File: config.mk
export PLATFORM = sky130hd
export DESIGN_NAME = ternary_vector_mac
export DESIGN_NICKNAME = d
export VERILOG_FILES = /design/src/rtl/ternary_vector_mac.sv
export SDC_FILE = /design/constraint.sdc
export NUM_CORES = 1
export LEC_CHECK = 0
export ABC_CLOCK_PERIOD_IN_PS = 3450
export CAP_MARGIN = 10
export CELL_PAD_IN_SITES_DETAIL_PLACEMENT = 1
export CELL_PAD_IN_SITES_GLOBAL_PLACEMENT = 2
export CORE_ASPECT_RATIO = 2
export CORE_MARGIN = 2
export CORE_UTILIZATION = 30
export CTS_BUF_LIST = sky130_fd_sc_hd__clkbuf_16
export CTS_CLUSTER_DIAMETER = 80
export DETAILED_ROUTE_END_ITERATION = 8
export MAX_ROUTING_LAYER = met4
export PLACE_DENSITY_LB_ADDON = 0.1
export SETUP_SLACK_MARGIN = 0.02
export SYNTH_ARGS = -nofsm -noshare
export SYNTH_HDL_FRONTEND = slang
export SYNTH_SLANG_ARGS = --single-unit
File: constraint.sdc
create_clock -name clk -period 3.45 [get_ports clk]
set_input_delay 0.69 -clock clk [delete_from_list [all_inputs] [get_ports clk]]
set_output_delay 0.69 -clock clk [all_outputs]
set_load 0.01 [all_outputs]
File: src/rtl/ternary_vector_mac.sv
`default_nettype none
// ternary_vector_mac: ternary-weight vector MAC, 2-stage pipeline, DOT/MUL/POOL modes.
// Build macro TERNARY_MAC_SATURATE_EN: clamp DOT/POOL-sum accumulation instead of wrapping.
module ternary_vector_mac #(
    parameter int LANES = 8,
    parameter int ACC_W = 32,
    parameter int CNT_W = 32
) (
    input  logic                    clk,
    input  logic                    reset_n,
    input  logic [31:0]             exec_hints,
    input  logic                    in_valid,
    output logic                    in_ready,
    input  logic                    in_last,
    input  logic [2*LANES-1:0]      weights,
    input  logic [2*LANES-1:0]      trits,
    output logic                    out_valid,
    input  logic                    out_ready,
    output logic signed [ACC_W-1:0] result,
    output logic [CNT_W-1:0]        skip_count,
    output logic [CNT_W-1:0]        active_cycles,
    output logic                    overflow
);
    localparam int PC_W = $clog2(LANES + 1);
    localparam logic signed [ACC_W-1:0] ACC_MAX = {1'b0, {(ACC_W-1){1'b1}}};
    localparam logic signed [ACC_W-1:0] ACC_MIN = {1'b1, {(ACC_W-1){1'b0}}};
    localparam logic signed [ACC_W-1:0] ACC_ONE = ACC_W'(1);

    typedef enum logic [1:0] {
        S_IDLE  = 2'd0,
        S_ACCUM = 2'd1,
        S_FLUSH = 2'd2,
        S_OUT   = 2'd3
    } state_t;

    state_t                  state_q;
    logic [7:0]              op_mode_q;
    logic                    skip_en_q;
    logic [1:0]              pool_op_q;
    logic                    out_valid_q;
    logic signed [ACC_W-1:0] result_q;

    logic                    s1_valid_q;
    logic signed [ACC_W-1:0] s1_sum_q;
    logic                    s1_last_q;
    logic                    s1_first_q;
    logic [PC_W-1:0]         s1_zero_q;

    logic signed [ACC_W-1:0] acc_q, acc_d;
    logic                    overflow_q, overflow_d;
    logic                    done_q;
    logic [CNT_W-1:0]        skip_q, skip_d;
    logic [CNT_W-1:0]        active_q;

    logic                    w_accept;
    logic [LANES-1:0]        w_lane_nz;
    logic [LANES-1:0]        w_lane_neg;
    logic signed [ACC_W-1:0] w_beat_sum;
    logic [PC_W-1:0]         w_zero_cnt;
    logic signed [ACC_W-1:0] w_add_sum;
    logic signed [ACC_W-1:0] w_add_res;
    logic                    w_add_ovf;
    logic                    w_is_dot;
    logic                    w_is_mul;
    logic                    w_is_pool;
    logic                    w_unused_hints;

    assign in_ready       = (state_q == S_IDLE) || (state_q == S_ACCUM);
    assign w_accept       = in_valid && in_ready;
    assign w_unused_hints = ^{exec_hints[31], exec_hints[28:18], exec_hints[16:8]};

    // Codes 01 and 10 are the only non-zero trits; the product is negative when exactly one is 10.
    for (genvar i = 0; i < LANES; i++) begin : g_lane
        assign w_lane_nz[i]  = (weights[2*i] ^ weights[2*i+1]) && (trits[2*i] ^ trits[2*i+1]);
        assign w_lane_neg[i] = weights[2*i+1] ^ trits[2*i+1];
    end

    always_comb begin
        w_beat_sum = '0;
        w_zero_cnt = '0;
        for (int i = 0; i < LANES; i++) begin
            if (w_lane_nz[i]) begin
                w_beat_sum = w_lane_neg[i] ? (w_beat_sum - ACC_ONE) : (w_beat_sum + ACC_ONE);
            end else begin
                w_zero_cnt = w_zero_cnt + PC_W'(1);
            end
        end
    end

    always_ff @(posedge clk or negedge reset_n) begin
        if (!reset_n) begin
            s1_valid_q <= 1'b0;
            s1_sum_q   <= '0;
            s1_last_q  <= 1'b0;
            s1_first_q <= 1'b0;
            s1_zero_q  <= '0;
            active_q   <= '0;
        end else begin
            s1_valid_q <= w_accept;
            if (w_accept) begin
                s1_sum_q   <= w_beat_sum;
                s1_last_q  <= in_last;
                s1_first_q <= (state_q == S_IDLE);
                s1_zero_q  <= w_zero_cnt;
                active_q   <= active_q + CNT_W'(1);
            end
        end
    end

    assign w_is_dot  = (op_mode_q == 8'h01) || (op_mode_q == 8'h04) || (op_mode_q == 8'h06) ||
                       (op_mode_q == 8'h07) || (op_mode_q == 8'h08) || (op_mode_q == 8'h09);
    assign w_is_mul  = (op_mode_q == 8'h03);
    assign w_is_pool = (op_mode_q == 8'h05);

    always_comb begin
        w_add_sum = acc_q + s1_sum_q;
        w_add_ovf = (acc_q[ACC_W-1] == s1_sum_q[ACC_W-1]) && (w_add_sum[ACC_W-1] != acc_q[ACC_W-1]);
`ifdef TERNARY_MAC_SATURATE_EN
        w_add_res = w_add_ovf ? (acc_q[ACC_W-1] ? ACC_MIN : ACC_MAX) : w_add_sum;
`else
        w_add_res = w_add_sum;
`endif
        acc_d      = acc_q;
        overflow_d = overflow_q;
        skip_d     = skip_q;
        if (s1_valid_q) begin
            if (skip_en_q) begin
                skip_d = skip_q + CNT_W'(s1_zero_q);
            end
            // The first beat loads the accumulator directly, so it can never overflow.
            if (w_is_dot || (w_is_pool && pool_op_q == 2'b10)) begin
                if (s1_first_q) begin
                    acc_d = s1_sum_q;
                end else begin
                    acc_d      = w_add_res;
                    overflow_d = overflow_q | w_add_ovf;
                end
            end else if (w_is_mul) begin
                acc_d = s1_sum_q;
            end else if (w_is_pool && pool_op_q == 2'b00) begin
                acc_d = (s1_first_q || (s1_sum_q > acc_q)) ? s1_sum_q : acc_q;
            end else if (w_is_pool && pool_op_q == 2'b01) begin
                acc_d = (s1_first_q || (s1_sum_q < acc_q)) ? s1_sum_q : acc_q;
            end else begin
                acc_d = '0;
            end
        end
    end

    always_ff @(posedge clk or negedge reset_n) begin
        if (!reset_n) begin
            acc_q      <= '0;
            overflow_q <= 1'b0;
            skip_q     <= '0;
            done_q     <= 1'b0;
        end else begin
            acc_q      <= acc_d;
            overflow_q <= overflow_d;
            skip_q     <= skip_d;
            done_q     <= s1_valid_q && s1_last_q;
        end
    end

    always_ff @(posedge clk or negedge reset_n) begin
        if (!reset_n) begin
            state_q     <= S_IDLE;
            op_mode_q   <= '0;
            skip_en_q   <= 1'b0;
            pool_op_q   <= '0;
            out_valid_q <= 1'b0;
            result_q    <= '0;
        end else begin
            case (state_q)
                S_IDLE: begin
                    if (w_accept) begin
                        op_mode_q <= exec_hints[7:0];
                        skip_en_q <= exec_hints[17];
                        pool_op_q <= exec_hints[30:29];
                        state_q   <= in_last ? S_FLUSH : S_ACCUM;
                    end
                end
                S_ACCUM: begin
                    if (w_accept && in_last) begin
                        state_q <= S_FLUSH;
                    end
                end
                S_FLUSH: begin
                    if (done_q) begin
                        result_q    <= acc_q;
                        out_valid_q <= 1'b1;
                        state_q     <= S_OUT;
                    end
                end
                default: begin
                    if (out_ready) begin
                        out_valid_q <= 1'b0;
                        state_q     <= S_IDLE;
                    end
                end
            endcase
        end
    end

    assign out_valid     = out_valid_q;
    assign result        = result_q;
    assign skip_count    = skip_q;
    assign active_cycles = active_q;
    assign overflow      = overflow_q;

endmodule
`default_nettype wire
Yosys cells after proc, flatten, opt, wreduce, memory -nomap -nowiden

Cells that the tools add are included.

Output and inout bits: 99
Input port bits: 69
Logic and storage cells: 164
Bits in registers: 183

Equal/unequal tests: 19
Mux-type cells: 40
Reductions and logical operators: 36
Order comparisons: 2
Add/sub/neg operators: 24
Bitwise operators: 27

Operators by type and width:

| kind                                                  | number |
|---|---|
| 2-to-1 mux 32 bit                                     | 23 |
| adder 32 x 2 -> 32 bit, second input constant         | 7 |
| subtractor 32 x 2 -> 32 bit, second input constant    | 7 |
| adder 32 x 1 -> 32 bit, second input constant         | 1 |
| adder 32 bit                                          | 1 |
| adder 32 x 4 -> 32 bit                                | 1 |
| == test 8 x 3 -> 1 bit, second input constant         | 4 |
| > comparator 32 bit                                   | 1 |
| less-than comparator 32 bit                           | 1 |
| adder 4 x 1 -> 4 bit, second input constant           | 7 |
| 2-to-1 mux 4 bit                                      | 7 |
| bitwise XOR 1 bit                                     | 24 |
| == test 8 x 4 -> 1 bit, second input constant         | 2 |
| logical AND 1 bit                                     | 15 |
| 2-to-1 mux 2 bit                                      | 5 |
| logical OR 1 bit                                      | 9 |
| AND reduction 3 bit                                   | 3 |
| == test 8 x 1 -> 1 bit, second input constant         | 1 |
| == test 8 x 2 -> 1 bit, second input constant         | 1 |
| case mux 2 bit (3 select lines)                       | 1 |
| AND reduction 2 bit                                   | 3 |
| inequality test 5 x 4 -> 1 bit, second input constant | 1 |
| == test 2 x 1 -> 1 bit, second input constant         | 2 |
| == test 2 bit, second input constant                  | 2 |
| other kinds (14)                                      | 19 |

Depth between registers and ports, before layout

Gate-level depths: netlist of run 1.

Depth after elaboration: 24
Gate-level depth with buffers: 69
Mapped depth without buffers: 67

Least setup slack after synthesis of run 1

OpenSTA, ideal clock, no wires.

Kind: input to register
From: input port weights[1]
To: register s1_sum_q[31]
Setup slack: -10.256 ns
Data required time: 3.320 ns
Arrival: 13.576 ns
Stages on the path: 65
Path buffers: 4
Cell sequence: or4bb_1 > and2_1 > fa_1 > fa_1 > inv_1 > fa_1 > o21a_1 > ha_1 > clkbuf_1 > clkbuf_1 > clkbuf_1 > buf_1 > xnor2_1 > a21oi_1 > inv_1 > ha_1 > inv_1 > o21bai_1 > (+29 left out) > a21oi_1 > nor2b_1 > a31o_4 > nor2b_1 > o21ai_0 > nor2b_1 > xnor2_1 > nor2_1 > a21o_1 > ha_1 > o21a_1 > a2111oi_0 > a21oi_1 > xnor2_1 > nor2_1 > xnor2_1 > xnor2_1 > o21ai_1

Word-level cells in the longest chain between the ends: 24
Elaborated cells between the ends (all ways): 33

Ends and longest elaborated chain:

| element                                                               | RTL line | RTL |
|---|---|---|
| start, declared                                                       | 15       | `input logic [2*LANES-1:0] weights,` |
| bitwise XOR 1 bit (on tied branches)                                  | 75, 74   |  |
| 2-to-1 mux 32 bit or logical AND 1 bit (tied branches)                | 83, 74   |  |
| 2-to-1 mux 32 bit *                                                   | 82       | `if (w_lane_nz[i]) begin` |
| adder 32 x 2 -> 32 bit or subtractor 32 x 2 -> 32 bit (tied branches) | 83       | `w_beat_sum = w_lane_neg[i] ? (w_beat_sum - ACC_ONE) : (w_beat_sum + ACC_ONE);` |
| 2-to-1 mux 32 bit                                                     | 83       |  |
| 2-to-1 mux 32 bit *                                                   | 82       |  |
| adder 32 x 2 -> 32 bit or subtractor 32 x 2 -> 32 bit (tied branches) | 83       |  |
| 2-to-1 mux 32 bit                                                     | 83       |  |
| (+8 left out)                                                         | -        |  |
| 2-to-1 mux 32 bit                                                     | 83       |  |
| 2-to-1 mux 32 bit *                                                   | 82       |  |
| adder 32 x 2 -> 32 bit or subtractor 32 x 2 -> 32 bit (tied branches) | 83       |  |
| 2-to-1 mux 32 bit                                                     | 83       |  |
| 2-to-1 mux 32 bit *                                                   | 82       |  |
| adder 32 x 2 -> 32 bit or subtractor 32 x 2 -> 32 bit (tied branches) | 83       |  |
| 2-to-1 mux 32 bit                                                     | 83       |  |
| 2-to-1 mux 32 bit *                                                   | 82       |  |
| end signal, assigned                                                  | 101      | `s1_sum_q <= w_beat_sum;` |
| end, declared                                                         | 44       | `logic signed [ACC_W-1:0] s1_sum_q;` |

Mark *: on every way between the ends. The rest lies on a longest branch, timed or not.
A chain may end at the register's enable or synchronous reset.

Worst setup path after layout of run 1

Same ends and word-level chain as after synthesis.

==> results.cfg, run 1 <==
[run_status]
status = finished with violations
violations = setup timing

[global_routing]
grt-ovfl-total = 0
grt_max_degree = 74
grt_pass1_wl_um = 135800
gr-usage-all-layers = 0.2348
antenna_found_initial = 0
first_global_vias = 26440

[worst_setup_path]
cp-start-kind = input pin
cp-startpoint = weights[1]
worstSetupEndpointType = flop
required_ns = 3.75
rr_startpoint = s1_sum_q[0]$_DFFE_PN0P_
crit_type = input pin to flop
critPathMaxStageDelay_ns = 0.53
cp.arrival_ns = 12.74
crit_slowest_cell = or4bb_4
worst-path-max-fanout = 5

[die]
dieArea_sq_mm = 0.07313
initial_core_util = 0.3017
io_pins = 168
die_x_um = 192.2
rows = 138
core_sq_mm = 0.07045
die_y_um = 380.4

[hold_path]
hold_class = input pin to asynchronous set/reset pin

[synth]
syn_avg_cell_area_sq_um = 7.726
synth-main-ff-cell = dfrtp_1
ys_async_sr_fraction = 1.000
synth_cell_type_count = 83
ys_ff_latch = 183
synth_nets = 3070
synth_commonest_cells = a21oi_1, nand2_1, nor2_1
synthTopCellsByArea = dfrtp_1, ha_1, xnor2_1, a21oi_1, nand2_1
yosysTopAreaCellShare = 0.2154
synth_area_sq_mm = 0.02126
synth_most_common_cell = a21oi_1
syn_inst = 2751
synth_edf_count = 0
ys_warn_count = 0
yosysSeqAreaShare = 0.2154
synth_top_area_cell = dfrtp_1

[routing]
detail-route-antenna-nets = 0
wl_per_cell_um = 17.78
drtPass1Iterations = 5
drt-initial-drc-count = 688
drc = 0
drt-total-wl_um = 85790
viasPerCell = 5.077
via_count = 24490

[sta]
slew_violations = 0
final-hold-violation-count = 0
period_share = 3.604
fin_tns_setup_ns = -219.85
slew_headroom = 0.5253
max_slew.worst_pin.slew_ns = 0.7046
max_freq_ghz = 0.08042
setup_viol_count_final = 42
fin_skew_ns = 0.01245
worst_slack_ns = -8.985
hold_ws_ns = 0.2785
rsz0062_at_grt = yes
period_needed_ns = 12.43

[clock_network]
clockBufferDepth = 2
cts_buffers = 17
clk_latency_ns = 0.44
root_buffer = clkbuf_16
cts_tree = built
htree_levels = 4
clock-sinks = 183
path_clk_slew_ns = 0.07

[final_layout]
drive_above_1_share = 0.4038
fin_cells = 4824
area_growth_syn_to_layout_pct = 65.81
final_cell_area_sq_mm = 0.03524
postLayoutCoreUtil = 0.5003
final_nets = 4219

[placed_design]
dp_hpwl_um = 65240
port_buffers = 146
gp_congestion = 0.8597
dpl_cell_area_sq_mm = 0.03103
place_inst = 4630

[run]
drv_cap = 0

[power_and_ir_drop]
leakagePower_uw = 0.01688
peakVddDrop_v = 0.0004740
pwr_density_cell_mw_per_mm2 = 758.4
-- kinds of logic (layout without fill, tap and decap cells) --
logic type               count (synthesis)  count (layout)  share of synthesized area
AO/OA/AOI/OAI                          909             909                     0.2709
XOR/XNOR                               248             248                     0.1028
adder cells (fa/ha/maj)                250             250                     0.1528
buffers and inverters                  264            1426                    0.04668
flip-flops                             183             183                     0.2154
multiplexers                            59              59                    0.03084
other                                    0               1                          0
AND/OR/NAND/NOR                        838             838                     0.1805
-- per-layer routing --
metal / part of all wire / GRT usage / vias to the layer above
li1: - / - / 12120
met4: 0.026 / 0.05075 / 0
met1: 0.44 / 0.2798 / 12010
met3: 0.016 / 0.01614 / 113
met2: 0.52 / 0.4272 / 241
met5: 0 / - / -
-- report_power, final --
part	internal, uW	switching (uW)
Clock	1030	958
Combinational	12200	10400
Sequential	2140	0
Total	15400	11300
-- stage by stage --
| step | worst slack, ns | power [uW] |
|---|---|---|
| after floorplan | -8.937 | 11690 |
| after global placement | -9.827 | 19530 |
| after detailed placement | -10.17 | 19930 |
| after CTS | -8.979 | 24340 |
| after global routing | -9.680 | 28820 |
| final | -8.985 | 26730 |
-- worst max-delay path: cells and delay by family --
kind | cells | cell delay [ns]
xor+xnor | 7 | 1.04
simple gates | 13 | 2.60
fa+ha+maj | 10 | 3.17
compound gates | 24 | 4.07
buf+inv | 6 | 0.58
mux | 2 | 0.57
-- placed cells by master, fill, tap and decap left out, types with 55 or more instances in the layout --
cell / count
buf_4: 1017
nor2_1: 245
nand2_1: 243
dfrtp_1: 181
a21oi_1: 180
ha_1: 175
inv_1: 161
xnor2_1: 145
clkdlybuf4s50_1: 137
o21ai_0: 130
a21o_1: 107
a21oi_2: 84
xor2_1: 79
nand3_1: 63
ha_4: 55
-- area by class of cell --
type / count / area [sq um]
clock buffers: 17 / 425.4
flip-flops and latches: 183 / 4582
multi-input cells: 2304 / 18470
repair buffers: 1220 / 9799
well taps: 910 / 1139
inverters: 174 / 660.6
fillers: 8478 / 35210
diodes: 1 / 2.502
clock inverters: 15 / 160.2
-- repair_timing --
item                                    CTS  global route
endpoints found under the hold margin     0             0
endpoints found under the setup margin   69            69
buffers inserted                        115            61
gates resized for setup                 261           257
pin swaps                               160           175
hold buffers                              0             0
-- sequential cells by signal, summed over array words and instances, names as in the netlist, 2 cells and up --
name and flops:
result 32, op_mode_q 8, s1_sum_q 32, acc_q 32, state_q 2, s1_zero_q 4, skip_count 32, active_cycles 32
pool_op_q 2
-- worst paths after layout --
| check | to | slack (ns) | cells past startpoint |
|---|---|---|---|
| max in group asynchronous | pool_op_q[1]$_DFFE_PN0P_ | 2.42 | 2 |
| setup / recovery | s1_sum_q[31]$_DFFE_PN0P_ | -8.98 | 62 |
| hold reg to reg | overflow$_DFFE_PN0P_ | 0.47 | 1 |
| setup reg to reg | acc_q[30]$_DFFE_PN0P_ | -0.29 | 17 |
| hold / removal | result[3]$_DFFE_PN0P_ | 0.28 | 1 |
| min in group clk | overflow$_DFFE_PN0P_ | 0.47 | 1 |
(Power assumes the default switching activity.)
==> run 2, diff against run 1 <==
CORE_ASPECT_RATIO = 1.4   (was 2)
==> results.cfg, run 2 (same netlist as run 1, synthesis figures left out) <==
[final_layout]
final_cell_area_sq_mm = 0.03571
final_cell_mix = buf_4, nand2_1, nor2_1
final_common_cell = buf_4
drive_above_1_share = 0.4173
antennaDiodeCount = 0
area_growth_syn_to_layout_pct = 68.01
final_nets = 4222
fin_cells = 4844

[sta]
slew_violations = 0
worst_slack_ns = -8.912
max_freq_ghz = 0.08089
fin_skew_ns = 0.01734
rsz0062_at_grt = yes
setup_viol_count_final = 68
slew_headroom = 0.3206
max_slew.worst_pin.slew_ns = 1.015
period_share = 3.583
period_needed_ns = 12.36
final-hold-violation-count = 0

[placed_design]
place_inst = 4663
dp_hpwl_um = 69910
pre_cts_ws_ns = -10.36
dpl_cell_area_sq_mm = 0.03119
port_buffers = 146
gp_congestion = 0.9379

[hold_path]
hold_class = input pin to asynchronous set/reset pin

[clock_network]
root_buffer = clkbuf_16
clk_latency_ns = 0.51
path_clk_slew_ns = 0.06
cts_buffers = 25
htree_levels = 4
cts_tree = built
clockBufferDepth = 3
clock-sinks = 183

[global_routing]
grt_max_degree = 75
gr-usage-all-layers = 0.2370
first_global_vias = 26830
antenna_found_initial = 0
grt_pass1_wl_um = 137600
grt-ovfl-total = 0

[worst_setup_path]
crit_type = input pin to flop
critPathMaxStageDelay_ns = 0.53
cp_top_family = compound AO/OA/AOI/OAI gates
worst-path-max-fanout = 5
crit_top_cell = ha_4
crit_slowest_cell = or4bb_1
crit_buf_inv = 5
required_ns = 3.82
cp.arrival_ns = 12.73
worstSetupEndpointType = flop
cp-start-kind = input pin

[die]
die_x_um = 229.0
initial_core_util = 0.3027
rows = 115
die_y_um = 318.9
dieArea_sq_mm = 0.07303
io_pins = 168
core_sq_mm = 0.07022

[routing]
wl_per_cell_um = 18.17
drc = 0
detail-route-antenna-nets = 0
drtPass1Iterations = 4
viasPerCell = 5.066
via_count = 24540
drt-initial-drc-count = 742
drt-total-wl_um = 88000

[power_and_ir_drop]
pwr_density_cell_mw_per_mm2 = 733.0
peakVddDrop_v = 0.0003009
leakagePower_uw = 0.01703
finalPower_uw = 26180

[run_status]
status = finished with violations
violations = setup timing

[run]
drv_cap = 0
==> run 2: changes by cell type in the layout (fill, tap and decap cells not counted), sizes merged <==
cell,delta
clkbuf,+14
buf,-10
inv,-7
bufinv,-1
clkdlybuf4s15,-1
diode,-1
dlygate4sd2,-1
dlymetal6s2s,+1
==> run 2: where the power goes <==
group	leakage, uW	switching [uW]	total [uW]	internal [uW]
clock	0.000332	876	2160	1290
combinational	0.0142	10000	21900	11800
sequential	0.00254	0	2150	2150
==> run 2: worst reg2reg max path, delay by kind of cell, from the launching register on <==
| kind | cells | cell delay, ns |
|---|---|---|
| fa+ha+maj | 2 | 0.41 |
| buf+inv | 1 | 0.05 |
| flops | 1 | 0.42 |
| simple gates | 2 | 0.61 |
| compound gates | 12 | 2.21 |
==> run 2: worst paths after layout <==
check	start	to	slack, ns	cells past startpoint
max in group asynchronous	reset_n	op_mode_q[0]$_DFFE_PN0P_	2.42	2
min	reset_n	skip_count[24]$_DFFE_PN0P_	0.20	1
min reg2reg	active_cycles[31]$_DFFE_PN0P_	active_cycles[31]$_DFFE_PN0P_	0.47	1
max reg2reg	s1_sum_q[0]$_DFFE_PN0P_	acc_q[30]$_DFFE_PN0P_	-0.31	17
min in group clk	active_cycles[31]$_DFFE_PN0P_	active_cycles[31]$_DFFE_PN0P_	0.47	1
max	weights[1]	s1_sum_q[31]$_DFFE_PN0P_	-8.91	61
==> run 2: layout make-up <==
class	instances	area, sq um
fillers	8426	34510
multi-input cells	2304	18650
repair buffers	1215	9983
flip-flops and latches	183	4582
well taps	936	1171
inverters	174	671.9
clock buffers	25	625.6
clock inverters	7	31.28
==> run 2: what timing repair did <==
item	4_1_cts	5_1_grt
resized for setup	291	338
hold endpoints to repair	0	0
gates cloned	0	8
setup endpoints to repair	69	71
setup buffers	88	76
pin swaps	154	196
hold buffers	0	0
==> run 2: through the flow <==
stage          setup TNS [ns]    util  hold WS, ns
4_1_cts               -212.96  0.4798       0.2178
6_report              -216.65  0.5086       0.1960
2_1_floorplan         -199.30       -       0.3944
5_1_grt               -236.52  0.5086       0.2503
3_3_place_gp          -253.53  0.4442       0.4536
3_5_place_dp          -263.08  0.4442       0.4686
==> run 2: routing by layer <==
metal / GRT usage / part of all wire / vias up
met5: - / 0 / -
met2: 0.4750 / 0.58 / 286
met1: 0.2310 / 0.37 / 11950
met3: 0.01171 / 0.012 / 150
met4: 0.1063 / 0.043 / 0
li1: - / - / 12150
